===== src/rtl/rx_crc_check_if.sv =====
// Byte handshake from the UART receiver into the receive-side CRC checker.
interface rx_crc_check_if;
    localparam int unsigned DATA_W = 8;

    logic [DATA_W-1:0] rx_data;
    logic              rx_valid;
    logic              rx_ready;

    modport master (output rx_data, output rx_valid, input rx_ready);
    modport slave  (input rx_data, input rx_valid, output rx_ready);
endinterface


===== src/rtl/rx_crc_check.sv =====
// Modbus RTU receive CRC-16 checker: bit-serial CRC over each frame, one-cycle verdict on frame end.
// Optional slave-address filter enabled by defining RX_CRC_ADDR_FILTER_EN (adds SADDR and addr_drop).
module rx_crc_check #(
    parameter int unsigned MAX_LEN = 256
`ifdef RX_CRC_ADDR_FILTER_EN
    , parameter logic [7:0] SADDR = 8'h01
`endif
) (
    input  logic          clk_in,
    input  logic          rst_n_in,
    rx_crc_check_if.slave rx,
    input  logic          frame_end,
    output logic          crc_ok,
    output logic          crc_err,
    output logic [8:0]    frame_len,
    output logic [15:0]   crc_rcv,
    output logic [15:0]   crc_calc,
    output logic          busy
`ifdef RX_CRC_ADDR_FILTER_EN
    , output logic        addr_drop
`endif
);

    localparam int unsigned CRC_W  = 16;
    localparam int unsigned CNT_W  = 9;
    localparam int unsigned BIT_W  = 3;
    localparam int unsigned DATA_W = 8;

    localparam logic [CRC_W-1:0] CRC_INIT  = 16'hFFFF;
    localparam logic [CRC_W-1:0] CRC_POLY  = 16'hA001;
    localparam logic [CNT_W-1:0] CNT_SAT   = 9'h1FF;
    localparam logic [CNT_W-1:0] CNT_MIN   = 9'd4;
    localparam logic [CNT_W:0]   MAX_LEN_W = (CNT_W+1)'(MAX_LEN);
    localparam logic [BIT_W-1:0] BIT_LAST  = 3'd7;

    typedef enum logic [1:0] {
        WAIT   = 2'd0,
        BIT    = 2'd1,
        RESULT = 2'd2
    } state_t;

    state_t             state_q, state_d;
    logic [BIT_W-1:0]   bit_cnt_q, bit_cnt_d;
    logic [CRC_W-1:0]   crc_q, crc_d;
    logic [CRC_W-1:0]   hist1_q, hist1_d;
    logic [CRC_W-1:0]   hist2_q, hist2_d;
    logic [CRC_W-1:0]   rcv_sh_q, rcv_sh_d;
    logic [CNT_W-1:0]   cnt_q, cnt_d;
    logic               pend_q, pend_d;
    logic               busy_d;
    logic               ready_q, ready_d;
    logic               crc_ok_d, crc_err_d;
    logic [CNT_W-1:0]   frame_len_d;
    logic [CRC_W-1:0]   crc_rcv_d, crc_calc_d;
    logic [CRC_W-1:0]   crc_base;
    logic               accept;
    logic               pass;
    logic               drop_q, drop_d;
    logic               addr_drop_d;

    // One LSB-first step of the reflected Modbus polynomial.
    function automatic logic [CRC_W-1:0] crc_shift(input logic [CRC_W-1:0] c);
        return (c >> 1) ^ (c[0] ? CRC_POLY : '0);
    endfunction

    assign rx.rx_ready = ready_q;

    always_comb begin
        state_d     = state_q;
        bit_cnt_d   = bit_cnt_q;
        crc_d       = crc_q;
        hist1_d     = hist1_q;
        hist2_d     = hist2_q;
        rcv_sh_d    = rcv_sh_q;
        cnt_d       = cnt_q;
        pend_d      = pend_q;
        busy_d      = busy;
        drop_d      = drop_q;
        crc_ok_d    = 1'b0;
        crc_err_d   = 1'b0;
        addr_drop_d = 1'b0;
        frame_len_d = frame_len;
        crc_rcv_d   = crc_rcv;
        crc_calc_d  = crc_calc;
        crc_base    = busy ? crc_q : CRC_INIT;
        pass        = 1'b0;
        accept      = (state_q == WAIT) && rx.rx_valid && ready_q;

        unique case (state_q)
            WAIT: begin
                if (accept) begin
                    hist2_d   = hist1_q;
                    hist1_d   = crc_base;
                    rcv_sh_d  = {rx.rx_data, rcv_sh_q[CRC_W-1:DATA_W]};
                    crc_d     = crc_base ^ {8'h00, rx.rx_data};
                    cnt_d     = (cnt_q == CNT_SAT) ? cnt_q : CNT_W'(cnt_q + 9'd1);
                    busy_d    = 1'b1;
                    bit_cnt_d = '0;
                    // A frame end arriving with a byte closes the frame after that byte.
                    pend_d    = frame_end;
`ifdef RX_CRC_ADDR_FILTER_EN
                    if (!busy) begin
                        drop_d = (rx.rx_data != SADDR) && (rx.rx_data != 8'h00);
                    end
`endif
                    state_d   = BIT;
                end else if (frame_end && busy) begin
                    state_d = RESULT;
                end
            end
            BIT: begin
                crc_d     = crc_shift(crc_q);
                bit_cnt_d = BIT_W'(bit_cnt_q + 3'd1);
                if (frame_end) begin
                    pend_d = 1'b1;
                end
                if (bit_cnt_q == BIT_LAST) begin
                    state_d = (pend_q || frame_end) ? RESULT : WAIT;
                end
            end
            RESULT: begin
                crc_d    = CRC_INIT;
                hist1_d  = CRC_INIT;
                hist2_d  = CRC_INIT;
                rcv_sh_d = '0;
                cnt_d    = '0;
                pend_d   = 1'b0;
                busy_d   = 1'b0;
                drop_d   = 1'b0;
                state_d  = WAIT;
            end
            default: state_d = WAIT;
        endcase

        // Verdict registers load on entry to RESULT so they are visible during that cycle.
        if (state_d == RESULT) begin
            pass        = (cnt_q >= CNT_MIN) && ({1'b0, cnt_q} <= MAX_LEN_W) && (crc_d == '0);
            frame_len_d = cnt_q;
            crc_rcv_d   = rcv_sh_q;
            crc_calc_d  = hist2_q;
            if (drop_q) begin
                addr_drop_d = 1'b1;
            end else begin
                crc_ok_d  = pass;
                crc_err_d = !pass;
            end
        end

        ready_d = (state_d == WAIT);
    end

    always_ff @(posedge clk_in or negedge rst_n_in) begin
        if (!rst_n_in) begin
            state_q   <= WAIT;
            bit_cnt_q <= '0;
            crc_q     <= CRC_INIT;
            hist1_q   <= CRC_INIT;
            hist2_q   <= CRC_INIT;
            rcv_sh_q  <= '0;
            cnt_q     <= '0;
            pend_q    <= 1'b0;
            busy      <= 1'b0;
            drop_q    <= 1'b0;
            ready_q   <= 1'b1;
            crc_ok    <= 1'b0;
            crc_err   <= 1'b0;
            frame_len <= '0;
            crc_rcv   <= '0;
            crc_calc  <= '0;
        end else begin
            state_q   <= state_d;
            bit_cnt_q <= bit_cnt_d;
            crc_q     <= crc_d;
            hist1_q   <= hist1_d;
            hist2_q   <= hist2_d;
            rcv_sh_q  <= rcv_sh_d;
            cnt_q     <= cnt_d;
            pend_q    <= pend_d;
            busy      <= busy_d;
            drop_q    <= drop_d;
            ready_q   <= ready_d;
            crc_ok    <= crc_ok_d;
            crc_err   <= crc_err_d;
            frame_len <= frame_len_d;
            crc_rcv   <= crc_rcv_d;
            crc_calc  <= crc_calc_d;
        end
    end

`ifdef RX_CRC_ADDR_FILTER_EN
    always_ff @(posedge clk_in or negedge rst_n_in) begin
        if (!rst_n_in) begin
            addr_drop <= 1'b0;
        end else begin
            addr_drop <= addr_drop_d;
        end
    end
`else
    // Without the filter no frame is ever marked for dropping.
    logic unused_addr_drop;
    assign unused_addr_drop = addr_drop_d;
`endif

endmodule


===== src/flat_wrapper.sv =====
// flat-port wrapper written by rule: the top's interface ports become plain ports
module rx_crc_check_flat 
#(
    parameter int unsigned MAX_LEN = 256

)
  (clk_in, rst_n_in, frame_end, crc_ok, crc_err, frame_len, crc_rcv, crc_calc, busy, rx_rx_data, rx_rx_valid, rx_rx_ready);
  rx_crc_check_if rx_i ();
  input  logic clk_in;
  input  logic rst_n_in;
  input  logic frame_end;
  output logic crc_ok;
  output logic crc_err;
  output logic [8:0] frame_len;
  output logic [15:0] crc_rcv;
  output logic [15:0] crc_calc;
  output logic busy;
  input wire logic [$bits(rx_i.rx_data)-1:0] rx_rx_data;
  input wire logic [$bits(rx_i.rx_valid)-1:0] rx_rx_valid;
  output wire logic [$bits(rx_i.rx_ready)-1:0] rx_rx_ready;
  assign rx_i.rx_data = rx_rx_data;
  assign rx_i.rx_valid = rx_rx_valid;
  assign rx_rx_ready = rx_i.rx_ready;
  rx_crc_check #(.MAX_LEN(MAX_LEN)) u_core (.clk_in(clk_in), .rst_n_in(rst_n_in), .rx(rx_i), .frame_end(frame_end), .crc_ok(crc_ok), .crc_err(crc_err), .frame_len(frame_len), .crc_rcv(crc_rcv), .crc_calc(crc_calc), .busy(busy));
endmodule

===== config.mk =====
export PLATFORM = sky130hd
export DESIGN_NAME = rx_crc_check_flat
export DESIGN_NICKNAME = d
export VERILOG_FILES = /design/src/rtl/rx_crc_check_if.sv /design/src/rtl/rx_crc_check.sv /design/src/flat_wrapper.sv
export SDC_FILE = /design/constraint.sdc
export NUM_CORES = 1
export LEC_CHECK = 0
export BUFFER_PORTS_ARGS = -buffer_cell sky130_fd_sc_hd__buf_4
export CORE_ASPECT_RATIO = 0.5
export CORE_MARGIN = 2
export CORE_UTILIZATION = 40
export CTS_CLUSTER_DIAMETER = 80
export DETAILED_ROUTE_END_ITERATION = 10
export GPL_ROUTABILITY_DRIVEN = 0
export GPL_TIMING_DRIVEN = 0
export SLEW_MARGIN = 40
export SYNTH_ARGS = -nofsm -noshare
export SYNTH_HDL_FRONTEND = slang
export SYNTH_SLANG_ARGS = --single-unit

===== constraint.sdc =====
create_clock -name clk_in -period 4.2 [get_ports clk_in]
set_input_delay 0.42 -clock clk_in [delete_from_list [all_inputs] [get_ports clk_in]]
set_output_delay 0.42 -clock clk_in [all_outputs]
set_load 0.05 [all_outputs]

==> run_results.csv <==
group,metric,value,unit
outcome,outcome,"finished clean",
timing,finalSetupViolCount,0,
timing,setup_ws,1.20,ns
logic_synthesis,yosys_register_bits,124,
floorplanning,die_w,170,um
drt,ant_nets,0,
global_route,grt_pass1_wl,20.7,mm
logic_synthesis,synth_enable_flop_cells,0,
cells_and_area,fin_cells,725,
logic_synthesis,synth_cell_types,58,
timing,finalHoldViolations,0,
placed_design,postPlaceCellArea,6160,um2
logic_synthesis,ys_seq_area_share,57.7,%
setup_path,arrival,3.25,ns
setup_path,worstSetupPathType,"flop to flop",
timing,worst_slew_pin_slew,0.814,ns
clock_network,cts-htree-levels,4,
clock_network,cts_tree,"done",
setup_path,worstSetupEndpoint,"u_core.crc_err$_DFF_PN0_",
setup_path,rrSetupSlack,1.20,ns
clock_network,postCtsHoldBufs,1,
clock_network,ctsResizeCount,0,
drt,drc,0,
drt,wirelength,12.7,mm
logic_synthesis,synth_area,5480,um2
logic_synthesis,synth_top_area_cell,"dfrtp_1",
timing,max_freq,333,MHz
logic_synthesis,synthTopCellsByArea,"dfrtp_1 34%, dfstp_2 23%, mux2_2 8.4%, o22a_1 5.1%, o21ai_0 2.8%",
global_route,grt_usage,18.5,%
logic_synthesis,yosysMostFrequentCell,"dfrtp_1",
logic_synthesis,netlist.area_leader.share,34.2,%
hold_path,hold_path.class,"input pin to flop",
power,peakVddDrop,336,uV
logic_synthesis,synthesis.nets,480,
global_route,grt_start_max_net_pins,64,
clock_network,post_cts_buffers,0,
global_route,grt_overflow,0,
logic_synthesis,synth_cells,459,
floorplanning,dieArea,14700,um2
cells_and_area,layout.nets,557,
clock_network,clk_path_buf_depth,2,
logic_synthesis,synth_common_cells,"75 x dfrtp_1, 49 x dfstp_2, 41 x mux2_2, 32 x o22a_1",
timing,fin_setup_tns,0,ns
setup_path,rr_endpoint,"u_core.crc_err$_DFF_PN0_",
drt,route.vias.total,3955,
floorplanning,core.rowCount,30,
setup_path,crit_fanout,10,
timing,finalClockSkew,0.00999,ns
clock_network,cts_root_buf,"clkbuf_16",
floorplanning,ios,57,
clock_network,cts.clk_slew.worst_paths,0.06,ns
placed_design,place_ws,1.17,ns
setup_path,cp-end-kind,"flop",
setup_path,worstPathRequired,4.45,ns
logic_synthesis,yosysWarnings,0,
drt,viasPerCell,5.46,
timing,drv_slew,0,
cells_and_area,layout-drive-gt1-share,35.9,%
cells_and_area,syn_to_final_growth,24.0,%
placed_design,dp_cells,692,
power,leakagePower,2.87,nW
drt,wl_per_cell,17.5,um
timing,finalCritPeriodShare,71.4,%
logic_synthesis,syn_avg_cell_area,11.9,um2
power,power_density,918,nW/um2
flow_run,drv_cap,0,
global_route,antenna_found_initial,0,
logic_synthesis,async_reset_ff_share,100,%
setup_path,r2r_start,"u_core.state_q[0]$_DFF_PN0_",
drt,drt_iter0_drc,281,
setup_path,reg2reg_depth,9,
placed_design,portBuffers,56,
cells_and_area,nFillCells,1206,
floorplanning,core_region_area,13500,um2
clock_network,insertion_delay,0.41,ns
clock_network,cts_made_buffers,17,
logic_synthesis,ys.flop_type,"dfrtp_1",
cells_and_area,antenna_cells,0,
placed_design,dp_hpwl,8.69,mm
cells_and_area,design_area,6800,um2
timing,fin_crit,3.00,ns
floorplanning,die_h,86.8,um
timing,rsz0062_at_grt,"no",
setup_path,startpoint_type,"flop",
drt,drt_pass1_iterations,5,
floorplanning,start_util,40.7,%
timing,slew_headroom,45.6,%
clock_network,clkSinkCount,124,
global_route,grt_pass1_vias,3760,
setup_path,crit_start,"u_core.state_q[0]$_DFF_PN0_",
## stage by stage
stage          total power, mW  hold WS (ns)  utilization (%)
6_report                  6.24         0.270             50.4
5_1_grt                   6.62         0.265             50.4
4_1_cts                   6.27         0.260             50.4
3_5_place_dp              4.70         0.383             45.7
3_3_place_gp              4.66         0.479             45.4
2_1_floorplan             3.94         0.124                -
## final cells by class
cell class                 count  area, um2  share of cell area [%]
sequential                   124       3160                    46.6
multi-input combinational    292       2130                    31.4
timing repair buffer          58        465                    6.85
clock buffer                  21        460                    6.78
tap                          176        220                    3.24
clock inverter                11        166                    2.45
buffer                        29        135                    1.99
inverter                      14       52.6                   0.773
## worst max-delay path, stage by stage (launching register included)
cell and delay, ns:
dfrtp_1 0.42, inv_1 0.08, ha_1 0.27, buf_2 0.22, a2111oi_0 0.54, o22ai_1 0.13
o21ai_0 0.17, nand2b_1 0.10, a2111oi_1 0.72, a21oi_1 0.18
## cell families after synthesis
family	share of synthesized area, %
compound gates	18.9
xor+xnor	0.160
fa+ha+maj	2.05
buf+inv	3.42
flops	57.7
mux	8.61
simple gates	9.08
## flip-flops by register name, summed over array words and instances, names as in the netlist, 9 cells and up
name / count
u_core.cnt_q: 9
u_core.crc_calc: 16
u_core.crc_q: 16
u_core.crc_rcv: 16
u_core.frame_len: 9
u_core.hist1_q: 16
u_core.hist2_q: 16
u_core.rcv_sh_q: 16
## layout by cell type (no fill, tap or decap), types with 6 or more instances in the layout
master     netlist  final
nor3_1           8      8
ha_1             9      9
dfstp_2         49     49
nand2_1         31     31
nand3_1          8      8
dfrtp_1         75     75
a21oi_1         30     30
clkbuf_16        0     17
o22a_1          32     32
buf_2            9      9
a22o_1          16     16
buf_4            2     57
clkbuf_1        15     17
o21ai_0         31     31
inv_1           13     13
mux2_2          41     41
nor2_1          17     17
nand3b_1         6      6
## report_power, final
part | switching, mW | internal [mW]
logic | 1.54 | 0.980
registers | 0.370 | 1.80
clock network | 0.523 | 1.02
total | 2.44 | 3.80
## metal layers
layer  share of wire (%)  track usage [%]  vias up  wire length (um)
met5                   0                0        -                 0
met4                 1.2             6.68        0               155
met3                 4.7             3.97       15               599
met2                  42             26.4      102              5330
met1                  52             27.7     1969              6570
li1                    -                -     1869                 -
## worst min path at each step
stage	startpoint	to	slack (ns)	depth (start not counted)
CTS	rx_rx_data[7]	u_core.rcv_sh_q[15]$_DFFE_PN0P_	0.26	2
floorplan	rst_n_in	u_core.bit_cnt_q[0]$_DFFE_PN0P_	0.12	0
global placement	u_core.bit_cnt_q[1]$_DFFE_PN0P_	u_core.bit_cnt_q[1]$_DFFE_PN0P_	0.48	1
detailed placement	rst_n_in	u_core.crc_calc[8]$_DFFE_PN0P_	0.38	1
finish	rx_rx_data[5]	u_core.rcv_sh_q[13]$_DFFE_PN0P_	0.27	2
global route	rx_rx_data[2]	u_core.rcv_sh_q[10]$_DFFE_PN0P_	0.27	2
Note: power is estimated with default switching activity, not from simulation.
